--- config.mk ---
export PLATFORM = sky130hd
export DESIGN_NAME = pipe_stage_reg
export DESIGN_NICKNAME = d
export VERILOG_FILES = /design/src/rtl/pipe_stage_reg.sv
export SDC_FILE = /design/constraint.sdc
export NUM_CORES = 1
export LEC_CHECK = 0
export ABC_AREA = 1
export CORE_MARGIN = 8
export CORE_UTILIZATION = 41
export DETAILED_ROUTE_END_ITERATION = 10
export GPL_ROUTABILITY_DRIVEN = 0
export PLACE_DENSITY = 0.85
export REMOVE_ABC_BUFFERS = 1
export SYNTH_ARGS = -nofsm -noshare
export SYNTH_HDL_FRONTEND = slang
export SYNTH_SLANG_ARGS = --single-unit
--- constraint.sdc ---
create_clock -name clk -period 1.3 [get_ports clk]
set_input_delay 0.26 -clock clk [delete_from_list [all_inputs] [get_ports clk]]
set_output_delay 0.26 -clock clk [all_outputs]
set_load 0.01 [all_outputs]
--- src/rtl/pipe_stage_reg.sv ---
// pipe_stage_reg: parametrised inter-stage pipeline register for the
// 5-stage MIPS core (D->E, E->M, M->W). Supports stall (hold), flush
// (bubble insertion), a valid bit and a per-stage Tnew countdown.
// Optional performance counters are enabled by defining PIPE_STAGE_PERF_EN.
module pipe_stage_reg #(
  parameter int DATA_W           = 32,
  parameter int REG_AW           = 5,
  parameter int TNEW_W           = 2,
  parameter int TNEW_DEC         = 1,
  parameter int KEEP_PC_ON_FLUSH = 1
) (
  input  logic              clk,
  input  logic              reset,
  input  logic              stall,
  input  logic              flush,
  input  logic              valid_in,
  input  logic [DATA_W-1:0] instr_in,
  input  logic [DATA_W-1:0] pc8_in,
  input  logic [DATA_W-1:0] v1_in,
  input  logic [DATA_W-1:0] v2_in,
  input  logic [DATA_W-1:0] ext_in,
  input  logic [REG_AW-1:0] a1_in,
  input  logic [REG_AW-1:0] a2_in,
  input  logic [REG_AW-1:0] a3_in,
  input  logic [TNEW_W-1:0] tnew_in,
  output logic              valid_out,
  output logic [DATA_W-1:0] instr_out,
  output logic [DATA_W-1:0] pc8_out,
  output logic [DATA_W-1:0] v1_out,
  output logic [DATA_W-1:0] v2_out,
  output logic [DATA_W-1:0] ext_out,
  output logic [REG_AW-1:0] a1_out,
  output logic [REG_AW-1:0] a2_out,
  output logic [REG_AW-1:0] a3_out,
  output logic [TNEW_W-1:0] tnew_out
`ifdef PIPE_STAGE_PERF_EN
  ,
  output logic [31:0]       stall_cnt,
  output logic [31:0]       bubble_cnt
`endif
);

  localparam logic [TNEW_W-1:0] DEC = TNEW_W'(TNEW_DEC);

  logic [TNEW_W-1:0] tnew_next;

  // Saturating Tnew countdown applied to the incoming instruction on load
  always_comb begin
    tnew_next = '0;
    if (tnew_in > DEC) begin
      tnew_next = tnew_in - DEC;
    end
  end

  // Stage register: reset > flush > stall > load
  always_ff @(posedge clk) begin
    if (reset) begin
      valid_out <= 1'b0;
      instr_out <= '0;
      pc8_out   <= '0;
      v1_out    <= '0;
      v2_out    <= '0;
      ext_out   <= '0;
      a1_out    <= '0;
      a2_out    <= '0;
      a3_out    <= '0;
      tnew_out  <= '0;
    end else if (flush) begin
      // Bubble: a3_out=0 keeps it from ever matching a forwarding source
      valid_out <= 1'b0;
      instr_out <= '0;
      pc8_out   <= (KEEP_PC_ON_FLUSH != 0) ? pc8_in : '0;
      v1_out    <= '0;
      v2_out    <= '0;
      ext_out   <= '0;
      a1_out    <= '0;
      a2_out    <= '0;
      a3_out    <= '0;
      tnew_out  <= '0;
    end else if (!stall) begin
      valid_out <= valid_in;
      instr_out <= instr_in;
      pc8_out   <= pc8_in;
      v1_out    <= v1_in;
      v2_out    <= v2_in;
      ext_out   <= ext_in;
      a1_out    <= a1_in;
      a2_out    <= a2_in;
      a3_out    <= a3_in;
      tnew_out  <= tnew_next;
    end
  end

`ifdef PIPE_STAGE_PERF_EN
  // Count held cycles and inserted bubbles; both wrap naturally at 2^32
  always_ff @(posedge clk) begin
    if (reset) begin
      stall_cnt  <= '0;
      bubble_cnt <= '0;
    end else if (flush) begin
      bubble_cnt <= bubble_cnt + 32'd1;
    end else if (stall) begin
      stall_cnt  <= stall_cnt + 32'd1;
    end
  end
`endif

endmodule

# After elaboration in Yosys (flattened, before gate mapping)
# Cells that the tools add are included.
# word_totals
regBits	178
input_bits	182
output_inout_bits	178
word_cells	17
# op_classes
n_addsub	1
order_cmp	1
eq_ne	1
n_mux	3
n_reduce_logical	1
# op_table
operator	n
$mux 32	2
$gt 2x1->1 const B	1
$mux 2	1
$ne 2x1->1 const B	1
$reduce_or 2->1	1
$sub 2x1->2 const B	1

# Depth between registers and ports, before layout
# depth
word_depth	2
ltp_mapped	6
depth_no_buf	4

# Worst setup path after synthesis
# No wires, ideal clock.
# synth_timing
path_type	input port to flip-flop
start	input stall
end	register a1_out[4]
setup_time_ps	70
arrival_ps	877
required_time_ps	1230
path_slack_ps	354
path_stages	6
path_buffers	3
cell_sequence	buf_4 > inv_4 > buf_6 > buf_4 > nand2_1 > a21oi_1
# synth_rtl
item	line_no	rtl
start: declaration	14	input logic stall,
end signal: assignment	87	a1_out <= a1_in;
end: declaration	32	output logic [REG_AW-1:0] a1_out,

# Worst setup path in the final report
# layout_timing
start	register v2_out[27]
end	output v2_out[27]
# layout_rtl
item	line_no	rtl
start: declaration	30	output logic [DATA_W-1:0] v2_out,
start signal: assignment	85	v2_out <= v2_in;
# No word-level cell between the ends.

==> results.txt <==
Reg-to-reg slack, setup: 0.57 ns
Most common cell after layout, fill and taps aside: nand2_1
Peak Freq: 788 MHz
# nets final: 1327
Share of the synthesized area in the top cell type: 0.557
Max cap viols: 0
I/O pins: 360
Clock sink count: 178
Fraction of layout cells with a size suffix above 1: 0.177
RSZ-0062 raised after global routing: false
GRT Overall Usage: 0.231
First-pass GRT wire length: 36.2 mm
Met3 Use GR: 0.103
Global-route met1 utilization: 0.242
Most frequent cells in the layout: nand2_1, clkdlybuf4s50_1, dfxtp_1
Most used routing layer: met2
Post-Syn Area per Cell: 7.89 um^2
Pins over their slew limit: 0
Critical path peak fanout: 2
Initial drt markers: 259
Util after Layout: 0.666
Outcome: finished, final reports clean
Yosys warning count: 0
Pre-antenna DRT Iters: 5
Final hold vios: 0
Antenna cell count: 0
Initial Utilization: 0.420
PortBufs: 359
Critical path class: reg2out
Mean routed wirelength per cell: 17.1 um
Cell Count, Final, Fillers Out: 1368
Die Footprint: 19900 um^2
Cells after DPL: 1337
CTS tree: yes
Root Buffer: clkbuf_16
Fillers: 1258
Maximum vdd drop: 0.000907 V
Setup tns final: 0 ns
Slew headroom: 0.775
Area Overhead vs Synth: 58.8%
Syn Std Cell Area: 6400 um^2
Post-CTS Hold Buffers: 0
Crit path largest cell delay: 0.33 ns
Final worst path period need: 1.27 ns
P per Cell Area: 1220 nW/um^2
Postcts setup bufs: 0
Crit path DAT: 1.01 ns
FF+latch count, synth: 178
Hold Slack: 0.285 ns
Hold crit path type: in2reg
Sequential area share after synthesis: 0.557
Clock skew: 0 ns
# setup viols final: 0
Vias/cell: 4.81
Area contributors post-synth: dfxtp_1, nand2_1, a21oi_1
Final Cycle Share: 0.976
# rows: 45
Die height: 141 um
Worst slew pin tran: 0.338 ns
Die width: 141 um
Crit path max-delay family: flip-flops
Cell accounting for the most synthesized area: dfxtp_1
Remaining DRCs: 0
Library cells used by synthesis: 15
Worst Path Buf+Inv: 1
Vias post-DR: 6585
Drt total wl: 23.4 mm
Cell chain of the critical path: clkdlybuf4s15_1
Gr ovfl total: 0
HPWL Detailed: 17.3 mm
M2 GR Usage: 0.398
H-tree depth: 4
Crit. End Element: output pin
CTS buffer count: 17
Leak: 4.27 nW
Vias in the first global route: 6637
Syn Inst Count: 811
Worst skew pair latency: 0.42 ns
Antenna violations before repair: 0
Critical path launch point type: flip-flop
Largest net degree at the start of global routing: 77
Crit path required time: 1.04 ns
Overall Power: 12.4 mW
Antenna-violating nets left: 0
Core Box Area: 15300 um^2
Slowest-stage cell, CP: dfxtp_1
Clock-pin slew on the worst setup and hold paths: 0.07 ns
Max clock buf depth: 2
==> path summary, 6_finish.rpt <==
check	from	endpoint	depth (start not counted)
worst max-delay path	v2_out[27]	v2_out[27]	1
worst min-delay path	stall	v2_out[23]	4
worst max register to register	pc8_out[17]	pc8_out[17]	3
worst min register to register	v1_out[28]	v1_out[28]	2
==> metal layers <==
| layer | vias up | wire length (um) |
|---|---|---|
| met5 | - | 0 |
| met4 | 0 | 639 |
| met3 | 44 | 2660 |
| met2 | 292 | 11500 |
| met1 | 3011 | 8610 |
| li1 | 3238 | - |
==> synthesized netlist by cell type <==
master and n:
clkbuf_1 4, buf_4 23, nand2_1 323, buf_2 30, nand3_1 2, dfxtp_1 178
buf_1 1, nand3b_1 32, inv_4 1, buf_6 3, nor2_1 64, inv_1 1
a21oi_1 146, inv_2 2, nor2_4 1
==> layout make-up <==
type / count / area, um^2 / area share
clock buffer: 19 / 433 / 0.0426
clock inverter: 12 / 130 / 0.0128
inverter: 4 / 17.5 / 0.00172
multi-input combinational: 568 / 2450 / 0.241
sequential: 178 / 3570 / 0.352
tap: 211 / 264 / 0.0260
timing repair buffer: 376 / 3290 / 0.324
==> state kept, by name (all words and copies together) (netlist names) <==
register   count
tnew_out       2
pc8_out       32
a1_out         5
a3_out         5
a2_out         5
ext_out       32
valid_out      1
instr_out     32
v2_out        32
v1_out        32
==> kinds of logic (layout without fill, tap and decap cells) <==
family                 after synthesis  in the layout  share of synthesized area
AND/OR/NAND/NOR                    422            422                      0.268
flip-flops                         178            178                      0.557
AO/OA/AOI/OAI                      146            146                      0.114
buffers and inverters               65            411                     0.0614
==> where the power goes <==
part	internal [mW]	switching, mW
Clock	2.83	2.15
Combinational	0.914	0.775
Sequential	5.67	0.105
==> stage by stage <==
stage / setup slack [ns] / instance area [um^2]
2_1_floorplan: -1.65 / 6030
3_3_place_gp: -0.154 / 10200
3_5_place_dp: -0.174 / 10200
4_1_cts: 0.00000511 / 10700
5_1_grt: 0.000179 / 10200
6_report: 0.0312 / 10200
==> what timing repair did <==
item / CTS / global route
setup endpoints to repair: 178 / 127
resized for setup: 414 / 130
pin swaps: 0 / 0
Note: power is estimated with default switching activity, not from simulation.
